<file path="src/rtl/tx_mac_pkg.sv">
// ----------------------------------------------------------------------------
// tx_mac_pkg: shared constants and types for the 10G TX MAC datapath. Rev 1.0
// ----------------------------------------------------------------------------
`default_nettype none

package tx_mac_pkg;

  localparam int AXIS_DATA_WIDTH = 32;
  localparam int AXIS_KEEP_WIDTH = AXIS_DATA_WIDTH / 8;

  typedef enum logic [0:0] {
    ARB_IDLE = 1'b0,
    ARB_PASS = 1'b1
  } arb_state_e;

  localparam logic [0:0] ST_IDLE = 1'b0;
  localparam logic [0:0] ST_PASS = 1'b1;

  localparam logic [7:0] XGMII_IDLE  = 8'h07;
  localparam logic [7:0] XGMII_START = 8'hFB;
  localparam logic [7:0] XGMII_TERM  = 8'hFD;
  localparam logic [7:0] XGMII_ERROR = 8'hFE;

  localparam int MIN_PAYLOAD_SIZE = 46;
  localparam int MAX_PAYLOAD_SIZE = 1500;
  localparam int IFG_SIZE         = 12;

endpackage

`default_nettype wire

</file>
<file path="src/rtl/rr_priority_select.sv">
// ----------------------------------------------------------------------------
// rr_priority_select: round-robin winner search with optional port-0 priority. Rev 1.0
// ----------------------------------------------------------------------------
`default_nettype none

module rr_priority_select
  import tx_mac_pkg::*;
#(
  parameter int NUM_PORTS  = 4,
  parameter int ID_WIDTH   = $clog2(NUM_PORTS),
  parameter int PRIO_PORT0 = 1
) (
  input  logic [NUM_PORTS-1:0] req_i,
  input  logic [ID_WIDTH-1:0]  ptr_i,
  output logic [ID_WIDTH-1:0]  winner_o,
  output logic                 valid_o
);

  logic [NUM_PORTS-1:0] req_masked;

  always_comb begin
    req_masked = req_i;
    if (PRIO_PORT0 != 0) req_masked[0] = 1'b0;
  end

  // Priority port short-circuits; otherwise first requester after ptr_i, with wrap.
  always_comb begin
    winner_o = '0;
    valid_o  = 1'b0;
    if ((PRIO_PORT0 != 0) && req_i[0]) begin
      winner_o = '0;
      valid_o  = 1'b1;
    end else begin
      for (int k = 1; k <= NUM_PORTS; k++) begin
        if (!valid_o && req_masked[(int'(ptr_i) + k) % NUM_PORTS]) begin
          winner_o = ID_WIDTH'((int'(ptr_i) + k) % NUM_PORTS);
          valid_o  = 1'b1;
        end
      end
    end
  end

endmodule

`default_nettype wire

</file>
<file path="src/rtl/tx_frame_arbiter.sv">
// ----------------------------------------------------------------------------
// tx_frame_arbiter: frame-granular AXIS arbiter feeding the 10G TX MAC input. Rev 1.0
// ----------------------------------------------------------------------------
`default_nettype none

module tx_frame_arbiter
  import tx_mac_pkg::*;
#(
  parameter int NUM_PORTS  = 4,
  parameter int DATA_WIDTH = AXIS_DATA_WIDTH,
  parameter int KEEP_WIDTH = DATA_WIDTH / 8,
  parameter int PRIO_PORT0 = 1,
  parameter int ID_WIDTH   = $clog2(NUM_PORTS)
) (
  input  logic                            tx_clk,
  input  logic                            tx_rst,
  input  logic [NUM_PORTS*DATA_WIDTH-1:0] s_tdata,
  input  logic [NUM_PORTS*KEEP_WIDTH-1:0] s_tkeep,
  input  logic [NUM_PORTS-1:0]            s_tvalid,
  input  logic [NUM_PORTS-1:0]            s_tlast,
  output logic [NUM_PORTS-1:0]            s_tready,
  output logic [DATA_WIDTH-1:0]           m_tdata,
  output logic [KEEP_WIDTH-1:0]           m_tkeep,
  output logic                            m_tvalid,
  output logic                            m_tlast,
  input  logic                            m_tready,
  output logic [ID_WIDTH-1:0]             grant_id,
  output logic                            busy
);

  logic [0:0]            state_q, state_d;
  logic [ID_WIDTH-1:0]   grant_q, grant_d;
  logic [ID_WIDTH-1:0]   rr_ptr_q, rr_ptr_d;
  logic [DATA_WIDTH-1:0] tdata_q, tdata_d;
  logic [KEEP_WIDTH-1:0] tkeep_q, tkeep_d;
  logic                  tvalid_q, tvalid_d;
  logic                  tlast_q, tlast_d;

  logic [DATA_WIDTH-1:0] sel_data;
  logic [KEEP_WIDTH-1:0] sel_keep;
  logic                  sel_valid;
  logic                  sel_last;
  logic                  out_ready;
  logic                  accept;
  logic [ID_WIDTH-1:0]   win_id;
  logic                  win_valid;

  rr_priority_select #(
    .NUM_PORTS  (NUM_PORTS),
    .ID_WIDTH   (ID_WIDTH),
    .PRIO_PORT0 (PRIO_PORT0)
  ) u_select (
    .req_i    (s_tvalid),
    .ptr_i    (rr_ptr_q),
    .winner_o (win_id),
    .valid_o  (win_valid)
  );

  always_comb begin
    sel_data  = '0;
    sel_keep  = '0;
    sel_valid = 1'b0;
    sel_last  = 1'b0;
    for (int i = 0; i < NUM_PORTS; i++) begin
      if (grant_q == ID_WIDTH'(i)) begin
        sel_data  = s_tdata[i*DATA_WIDTH +: DATA_WIDTH];
        sel_keep  = s_tkeep[i*KEEP_WIDTH +: KEEP_WIDTH];
        sel_valid = s_tvalid[i];
        sel_last  = s_tlast[i];
      end
    end
  end

  // Ready is a function of registered state and m_tready only, never s_tvalid.
  assign out_ready = !tvalid_q || m_tready;

  always_comb begin
    s_tready = '0;
    for (int i = 0; i < NUM_PORTS; i++) begin
      s_tready[i] = (state_q == ST_PASS) && (grant_q == ID_WIDTH'(i)) && out_ready;
    end
  end

  assign accept = (state_q == ST_PASS) && sel_valid && out_ready;

  always_comb begin
    state_d  = state_q;
    grant_d  = grant_q;
    rr_ptr_d = rr_ptr_q;
    case (state_q)
      ST_IDLE: begin
        if (win_valid) begin
          grant_d = win_id;
          state_d = ST_PASS;
        end
      end
      ST_PASS: begin
        if (accept && sel_last) begin
          state_d = ST_IDLE;
          // A priority port-0 frame must not disturb the round-robin rotation.
          if (!((PRIO_PORT0 != 0) && (grant_q == '0))) rr_ptr_d = grant_q;
        end
      end
      default: state_d = ST_IDLE;
    endcase
  end

  always_comb begin
    tdata_d  = tdata_q;
    tkeep_d  = tkeep_q;
    tlast_d  = tlast_q;
    tvalid_d = tvalid_q;
    if (accept) begin
      tdata_d  = sel_data;
      tkeep_d  = sel_keep;
      tlast_d  = sel_last;
      tvalid_d = 1'b1;
    end else if (tvalid_q && m_tready) begin
      tvalid_d = 1'b0;
    end
  end

  always_ff @(posedge tx_clk) begin
    if (tx_rst) begin
      state_q  <= ST_IDLE;
      grant_q  <= '0;
      rr_ptr_q <= ID_WIDTH'(NUM_PORTS - 1);
      tdata_q  <= '0;
      tkeep_q  <= '0;
      tlast_q  <= 1'b0;
      tvalid_q <= 1'b0;
    end else begin
      state_q  <= state_d;
      grant_q  <= grant_d;
      rr_ptr_q <= rr_ptr_d;
      tdata_q  <= tdata_d;
      tkeep_q  <= tkeep_d;
      tlast_q  <= tlast_d;
      tvalid_q <= tvalid_d;
    end
  end

  assign m_tdata  = tdata_q;
  assign m_tkeep  = tkeep_q;
  assign m_tlast  = tlast_q;
  assign m_tvalid = tvalid_q;
  assign grant_id = grant_q;
  assign busy     = (state_q == ST_PASS);

endmodule

`default_nettype wire
</file>
<file path="config.mk">
export PLATFORM = sky130hd
export DESIGN_NAME = tx_frame_arbiter
export DESIGN_NICKNAME = d
export VERILOG_FILES = /design/src/rtl/tx_mac_pkg.sv /design/src/rtl/rr_priority_select.sv /design/src/rtl/tx_frame_arbiter.sv
export SDC_FILE = /design/constraint.sdc
export NUM_CORES = 1
export LEC_CHECK = 0
export ABC_AREA = 0
export BUFFER_PORTS_ARGS = -buffer_cell sky130_fd_sc_hd__buf_2
export CAP_MARGIN = 25
export CORE_MARGIN = 2
export CORE_UTILIZATION = 43
export CTS_CLUSTER_SIZE = 14
export DETAILED_ROUTE_END_ITERATION = 10
export GPL_TIMING_DRIVEN = 0
export HOLD_SLACK_MARGIN = 0.1
export PLACE_DENSITY = 0.87
export SKIP_CTS_REPAIR_TIMING = 1
export SLEW_MARGIN = 20
export SYNTH_ARGS = -nofsm -noshare
export SYNTH_HDL_FRONTEND = slang
export SYNTH_SLANG_ARGS = --single-unit
</file>
<file path="constraint.sdc">
create_clock -name tx_clk -period 4 [get_ports tx_clk]
set_clock_uncertainty 0.15 [all_clocks]
set_input_delay 0.8 -clock tx_clk [delete_from_list [all_inputs] [get_ports tx_clk]]
set_output_delay 0.8 -clock tx_clk [all_outputs]
set_load 0.01 [all_outputs]
</file>
==> results_tabular.tex, run 1 <==
\begin{tabular}{lr}
\hline
Metric & Value \\
\hline
\multicolumn{2}{l}{\textbf{Outcome}} \\
Outcome & complete, no violations \\
\multicolumn{2}{l}{\textbf{Setup path}} \\
Series of cell instances along the critical path & buf\_2 > nand2b\_1 > and2\_1 > and3\_1 > buf\_2 \\
Worst Path Max Fanout & 4 \\
Reg-to-reg critical path endpoint & m\_tdata[28]\$\_SDFFE\_PP0P\_ \\
Reg2reg start & grant\_id[0]\$\_SDFFE\_PP0P\_ \\
Crit path DAT & 1.63 ns \\
Largest stage delay on the critical path & 0.22 ns \\
Setup slack on the worst flop-to-flop path & 1.95 ns \\
Required time reported for the critical path endpoint & 3.05 ns \\
Logic depth of the worst setup path including buffers & 5 \\
Number of buffer and inverter stages on the critical path & 2 \\
Path type of the worst setup path & in2out \\
Worst Setup Start Kind & input pin \\
Reg2reg path depth & 7 \\
Cell with the largest stage delay on the worst path & and2\_1 \\
Crit path capture & s\_tready[3] \\
Endpoint class of the critical path & output pin \\
Crit-path most repeated cell & buf\_2 \\
Family with the most delay on the worst path & simple AND/OR/NAND/NOR gates \\
CP startpoint & m\_tready \\
\multicolumn{2}{l}{\textbf{Power}} \\
Static Leak & 1.703 nW \\
IR drop worst, VDD & 0.0001400 V \\
Pwr Density & 294.2 mW/mm2 \\
Overall power of the completed layout & 1.087 mW \\
\multicolumn{2}{l}{\textbf{Layout}} \\
Filler-free cell count of the finished design & 529 \\
Final instance area & 0.003694 mm2 \\
Fraction of layout cells with a size suffix above 1 & 0.5602 \\
Utilization of the core after routing & 0.6626 \\
Area growth from synthesis to layout & 47.16\% \\
Filler cell count & 482 \\
Antenna diode count & 0 \\
Number of nets in the final layout & 612 \\
\multicolumn{2}{l}{\textbf{Place}} \\
Placement-stage cell area & 0.003591 mm2 \\
Gp weighted congestion & 0.8402 \\
Total of buffers placed on input and output ports & 198 \\
Placed cell count & 522 \\
Detail Placement HPWL & 6.723 mm \\
Post-Place Setup Slack & 1.416 ns \\
\multicolumn{2}{l}{\textbf{Flow run}} \\
Number of maximum-capacitance violations & 0 \\
\multicolumn{2}{l}{\textbf{Synthesis}} \\
Count of unique library cells instantiated by Yosys & 26 \\
Sequential-to-total area share from yosys stat & 0.3430 \\
Count of warnings emitted by yosys & 0 \\
Cell area after synthesis & 0.002510 mm2 \\
Net count of the mapped netlist & 407 \\
Library cell with the largest summed area after synthesis & dfxtp\_1 \\
Proportion of netlist area held by the largest area contributor & 0.3430 \\
Most area-consuming cells after synthesis & dfxtp\_1 34\%, mux4\_2 33\%, nand2\_1 12\% \\
Number of storage elements in the synthesis netlist & 43 \\
Gate Count Post-Synth & 252 \\
Post-synthesis area per instance & 9.960 um2 \\
\multicolumn{2}{l}{\textbf{Timing}} \\
Final setup margin & 1.420 ns \\
Worst max-slew margin expressed relative to the limit & 0.6095 \\
Final hold vios & 0 \\
Setup repair after global routing missed its margin & false \\
Tmin final & 2.581 ns \\
Setup violators final & 0 \\
Highest attainable clock frequency & 387.5 MHz \\
Final critical-path share of the clock period & 0.6451 \\
Setup TNS Final & 0 ns \\
Final worst hold slack & 0.3045 ns \\
Final count of pins violating max slew & 0 \\
Pin slew with the least headroom to its limit & 0.5858 ns \\
\multicolumn{2}{l}{\textbf{Drt}} \\
Via Count & 2730 \\
Wire length after detailed routing & 8.040 mm \\
Remaining antenna violation count & 0 \\
First-iteration detailed-routing DRC count & 55 \\
DRC violations left & 0 \\
Routed len/inst & 15.20 um \\
Number of detailed-routing iterations run before antenna repair & 4 \\
Via density per instance & 5.161 \\
\multicolumn{2}{l}{\textbf{Floorplanning}} \\
I/O pins & 200 \\
X dimension of the die & 80.40 um \\
Placeable core region & 0.005574 mm2 \\
Cell Rows & 27 \\
Floorplan die area & 0.006464 mm2 \\
Initial Util & 0.4503 \\
Chip Height & 80.40 um \\
\multicolumn{2}{l}{\textbf{Min path}} \\
Worst min-delay path category & reg2reg \\
Hold Startpoint & m\_tdata[22]\$\_SDFFE\_PP0P\_ \\
\multicolumn{2}{l}{\textbf{CTS}} \\
Maximum count of clock buffers along a single path & 2 \\
Clock Sink Count & 43 \\
Clock transition at the registers of the reported paths & 0.08 ns \\
Clock latency of the later-clocked register in the worst-skew pair & 0.29 ns \\
H-tree Lvls & 2 \\
Inserted Clock Buffers & 5 \\
Clock tree from TritonCTS & built \\
Clock root cell & clkbuf\_8 \\
\multicolumn{2}{l}{\textbf{GRT}} \\
First-pass GRT wire length & 12.62 mm \\
Number of global-route vias before repair & 2835 \\
Number of antenna violations at the first check in global routing & 0 \\
Largest net degree at the start of global routing & 13 \\
Total GRT Usage & 0.2553 \\
Sum of overflow across all layers after global routing & 0 \\
\hline
\end{tabular}
==> cells by family (layout without fill, tap and decap cells) <==
family                 after synthesis  after routing  share of synthesized area
DFF                                 43             43                     0.3430
muxes                               40             40                     0.3445
and+or+nand+nor                     94             94                     0.1570
AOI/OAI and AO/OA                   51             51                     0.1087
buffers and inverters               24            229                    0.04686
==> Yosys cell counts <==
| library cell | count |
|---|---|
| nor2b_1 | 1 |
| inv_1 | 1 |
| and3_1 | 1 |
| mux2_2 | 1 |
| nor4_1 | 1 |
| nor3b_1 | 1 |
| nor2_1 | 5 |
| dfxtp_1 | 43 |
| buf_6 | 2 |
| clkbuf_1 | 9 |
| mux2i_1 | 2 |
| a221o_1 | 1 |
| a21oi_1 | 41 |
| mux4_2 | 37 |
| buf_1 | 2 |
| and3_4 | 1 |
| nand3_1 | 1 |
| a21boi_0 | 2 |
| nand2_1 | 77 |
| buf_2 | 10 |
| or3b_1 | 1 |
| o21ai_0 | 4 |
| nand3_2 | 1 |
| nand2b_1 | 2 |
| and2_1 | 2 |
| o211ai_1 | 3 |
==> routing by layer <==
layer	GRT usage	part of all wire	vias to the layer above
li1	-	-	1321
met1	0.2699	0.36	1268
met2	0.5058	0.55	134
met3	0.05618	0.085	7
met4	0.05932	0.0095	0
met5	0	0	-
==> report_power, final <==
part | leakage (nW) | switching, mW | internal, mW
sequential | 0.351 | 0.0136 | 0.456
clock | 0.0513 | 0.137 | 0.183
combinational | 1.30 | 0.136 | 0.161
total | 1.70 | 0.286 | 0.801
==> state kept, by name, summed over array words and instances (netlist names) <==
name / cells
m_tdata: 32
m_tkeep: 4
m_tvalid: 1
busy: 1
grant_id: 2
m_tlast: 1
rr_ptr_q: 2
==> how the worst min path moves through the flow <==
| stage | to | slack [ns] | cells past startpoint |
|---|---|---|---|
| 2_1_floorplan | m_tdata[0]$_SDFFE_PP0P_ | 0.33 | 2 |
| 4_1_cts | m_tdata[22]$_SDFFE_PP0P_ | 0.31 | 2 |
| 3_3_place_gp | m_tdata[10]$_SDFFE_PP0P_ | 0.29 | 2 |
| 5_1_grt | m_tdata[4]$_SDFFE_PP0P_ | 0.32 | 2 |
| 6_report | m_tdata[22]$_SDFFE_PP0P_ | 0.30 | 2 |
| 3_5_place_dp | m_tdata[22]$_SDFFE_PP0P_ | 0.29 | 2 |
==> worst reg2reg max path, cell delays in order, from the launching register on <==
cell	delay [ns]
dfxtp_1	0.35
buf_6	0.16
mux4_2	0.55
and3_4	0.23
buf_6	0.14
buf_2	0.19
nand2_1	0.10
a21oi_1	0.06
==> layout by cell type, fill, tap and decap left out, drive strengths merged, types with 3 or more instances in the layout <==
cell type | Yosys | final
a21oi | 41 | 41
buf | 14 | 212
clkbuf | 9 | 15
dfxtp | 43 | 43
mux4 | 37 | 37
nand2 | 77 | 77
nor2 | 5 | 5
o211ai | 3 | 3
o21ai | 4 | 4
==> layout make-up <==
type	count	area, um2	share of cell area
buffer	23	113.9	0.03083
clock buffer	6	72.57	0.01965
clock inverter	1	30.03	0.008130
inverter	1	3.754	0.001016
multi-input combinational	185	1531	0.4146
sequential	43	860.8	0.2331
tap	72	90.09	0.02439
timing repair buffer	198	991.0	0.2683
No activity file was read; power rests on OpenSTA's default activity.
==> run 2, diff against run 1 <==
--- a/config.mk
+++ b/config.mk
@@ -9,12 +9,12 @@
 export BUFFER_PORTS_ARGS = -buffer_cell sky130_fd_sc_hd__buf_2
 export CAP_MARGIN = 25
 export CORE_MARGIN = 2
-export CORE_UTILIZATION = 43
+export CORE_UTILIZATION = 40
 export CTS_CLUSTER_SIZE = 14
 export DETAILED_ROUTE_END_ITERATION = 10
 export GPL_TIMING_DRIVEN = 0
 export HOLD_SLACK_MARGIN = 0.1
-export PLACE_DENSITY = 0.87
+export PLACE_DENSITY = 0.82
 export SKIP_CTS_REPAIR_TIMING = 1
 export SLEW_MARGIN = 20
 export SYNTH_ARGS = -nofsm -noshare
==> constraint.sdc (replaced) <==
create_clock -name tx_clk -period 2.47 [get_ports tx_clk]
set_clock_uncertainty 0.15 [all_clocks]
set_input_delay 0.494 -clock tx_clk [delete_from_list [all_inputs] [get_ports tx_clk]]
set_output_delay 0.494 -clock tx_clk [all_outputs]
set_load 0.01 [all_outputs]
==> results_tabular.tex, run 2 (synthesis gave the netlist of run 1 again) <==
\begin{tabular}{lr}
\hline
Metric & Value \\
\hline
\multicolumn{2}{l}{\textbf{Drt}} \\
Via Count & 2772 (was 2730) \\
Remaining antenna violation count & 0 (unchanged) \\
DRC violations left & 0 (unchanged) \\
First-iteration detailed-routing DRC count & 44 (was 55) \\
Routed len/inst & 15.04 um (was 15.20 um) \\
Via density per instance & 5.201 (was 5.161) \\
Wire length after detailed routing & 8.014 mm (was 8.040 mm) \\
Number of detailed-routing iterations run before antenna repair & 4 (unchanged) \\
\multicolumn{2}{l}{\textbf{Timing}} \\
Final hold vios & 0 (unchanged) \\
Final worst hold slack & 0.3052 ns (was 0.3045 ns) \\
Setup violators final & 0 (unchanged) \\
Highest attainable clock frequency & 443.9 MHz \\
Setup TNS Final & 0 ns (unchanged) \\
Final count of pins violating max slew & 0 (unchanged) \\
Tmin final & 2.253 ns \\
Setup repair after global routing missed its margin & false (unchanged) \\
Pin slew with the least headroom to its limit & 0.6158 ns (was 0.5858 ns) \\
Final critical-path share of the clock period & 0.9120 \\
Worst max-slew margin expressed relative to the limit & 0.5895 (was 0.6095) \\
Final setup margin & 0.2173 ns (was 1.420 ns) \\
\multicolumn{2}{l}{\textbf{CTS}} \\
Clock latency of the later-clocked register in the worst-skew pair & 0.28 ns (was 0.29 ns) \\
Clock Sink Count & 43 (unchanged) \\
Inserted Clock Buffers & 5 (unchanged) \\
Clock tree from TritonCTS & built (unchanged) \\
H-tree Lvls & 2 (unchanged) \\
Clock root cell & clkbuf\_8 (unchanged) \\
Clock transition at the registers of the reported paths & 0.07 ns (was 0.08 ns) \\
Maximum count of clock buffers along a single path & 2 (unchanged) \\
\multicolumn{2}{l}{\textbf{Place}} \\
Post-Place Setup Slack & 0.3464 ns (was 1.416 ns) \\
Total of buffers placed on input and output ports & 198 (unchanged) \\
Detail Placement HPWL & 6.635 mm (was 6.723 mm) \\
Gp weighted congestion & 0.7968 (was 0.8402) \\
\multicolumn{2}{l}{\textbf{Setup path}} \\
Worst Path Max Fanout & 10 (was 4) \\
Required time reported for the critical path endpoint & 1.83 ns (was 3.05 ns) \\
Crit path DAT & 1.61 ns (was 1.63 ns) \\
Worst Setup Start Kind & register (was input pin) \\
Path type of the worst setup path & reg2out (was in2out) \\
Endpoint class of the critical path & output pin (unchanged) \\
\multicolumn{2}{l}{\textbf{Power}} \\
Fraction of power consumed by sequential logic & 0.457 (was 0.432) \\
Clk pwr share & 0.254 (was 0.294) \\
Internal power of the cells & 1.199 mW (was 0.8005 mW) \\
Sw Share & 0.2804 (was 0.2634) \\
Combinational Power Share & 0.289 (was 0.273) \\
Static Leak & 1.694 nW (was 1.703 nW) \\
Pwr Density & 453.1 mW/mm2 (was 294.2 mW/mm2) \\
IR drop worst, VDD & 0.0002291 V (was 0.0001400 V) \\
Switching power & 0.4670 mW (was 0.2862 mW) \\
\multicolumn{2}{l}{\textbf{Layout}} \\
Area growth from synthesis to layout & 46.46\% (was 47.16\%) \\
Fraction of layout cells with a size suffix above 1 & 0.5590 (was 0.5602) \\
Filler cell count & 542 (was 482) \\
Most frequent standard cell in the layout excluding fill and tap cells & buf\_2 (unchanged) \\
Utilization of the core after routing & 0.6136 (was 0.6626) \\
Number of nets in the final layout & 612 (unchanged) \\
Antenna diode count & 0 (unchanged) \\
Number of flip-flops in the largest register & 32 (unchanged) \\
Highest-count cells in the layout ignoring fill and taps & 208 x buf\_2, 77 x nand2\_1, 43 x dfxtp\_1 (unchanged) \\
\multicolumn{2}{l}{\textbf{GRT}} \\
Largest net degree at the start of global routing & 13 (unchanged) \\
Sum of overflow across all layers after global routing & 0 (unchanged) \\
First-pass GRT wire length & 12.82 mm (was 12.62 mm) \\
Number of antenna violations at the first check in global routing & 0 (unchanged) \\
Total GRT Usage & 0.2288 (was 0.2553) \\
GR Layer Usage met3 & 0.04672 (was 0.05618) \\
Number of global-route vias before repair & 2861 (was 2835) \\
Met1 routing resource usage after global routing & 0.2352 (was 0.2699) \\
Most heavily used metal layer in global routing & met2 (unchanged) \\
Global routing usage on met2 & 0.4597 (was 0.5058) \\
\multicolumn{2}{l}{\textbf{Flow run}} \\
Number of maximum-capacitance violations & 0 (unchanged) \\
\multicolumn{2}{l}{\textbf{Floorplanning}} \\
X dimension of the die & 83.22 um (was 80.40 um) \\
Placeable core region & 0.005991 mm2 (was 0.005574 mm2) \\
I/O pins & 200 (unchanged) \\
Cell Rows & 28 (was 27) \\
Chip Height & 83.22 um (was 80.40 um) \\
Floorplan die area & 0.006925 mm2 (was 0.006464 mm2) \\
Initial Util & 0.4190 (was 0.4503) \\
\multicolumn{2}{l}{\textbf{Outcome}} \\
Outcome & complete, no violations (unchanged) \\
\multicolumn{2}{l}{\textbf{Min path}} \\
Worst min-delay path category & reg2reg (unchanged) \\
\hline
\end{tabular}
==> run 2: power groups by stage <==
stage                     logic, mW  registers (mW)  clock network (mW)
final                         0.481           0.761               0.423
after global routing          0.532           0.768               0.460
after CTS                     0.489           0.761               0.439
after detailed placement      0.487           0.777                   0
after global placement        0.474           0.775                   0
after floorplan               0.246           0.799                   0
==> run 2: through the flow <==
| step | std cells | cell area, um2 | power, mW |
|---|---|---|---|
| floorplan | 252 | 2510 | 1.044 |
| global placement | 525 | 3595 | 1.249 |
| detailed placement | 525 | 3595 | 1.265 |
| CTS | 533 | 3676 | 1.689 |
| global route | 533 | 3676 | 1.760 |
| finish | 533 | 3676 | 1.666 |
==> run 2: final timing paths <==
kind,startpoint,endpoint,slack (ns),cells past startpoint
setup / recovery,grant_id[1]$_SDFFE_PP0P_,s_tready[3],0.22,4
hold / removal,m_tdata[11]$_SDFFE_PP0P_,m_tdata[11]$_SDFFE_PP0P_,0.31,2
setup reg to reg,grant_id[0]$_SDFFE_PP0P_,m_tdata[13]$_SDFFE_PP0P_,0.42,7
hold reg to reg,m_tdata[11]$_SDFFE_PP0P_,m_tdata[11]$_SDFFE_PP0P_,0.31,2
==> run 2: cell type report <==
type,count,area (um2),area share
buffer,23,113.9,0.03097
clock buffer,7,76.32,0.02076
clock inverter,1,5.005,0.001361
inverter,1,3.754,0.001021
multi-input combinational,185,1531,0.4166
sequential,43,860.8,0.2342
tap,75,93.84,0.02553
timing repair buffer,198,991.0,0.2696
==> run 2: layer usage <==
layer,vias up,share of wire
met3,7,0.079
li1,1326,-
met5,-,0
met1,1300,0.35
met4,0,0.010
met2,139,0.56
==> run 2: worst max-delay path, cell delays in order (launching register included) <==
cell	delay, ns
dfxtp_1	0.32
buf_2	0.25
buf_1	0.41
and3_1	0.22
buf_2	0.12
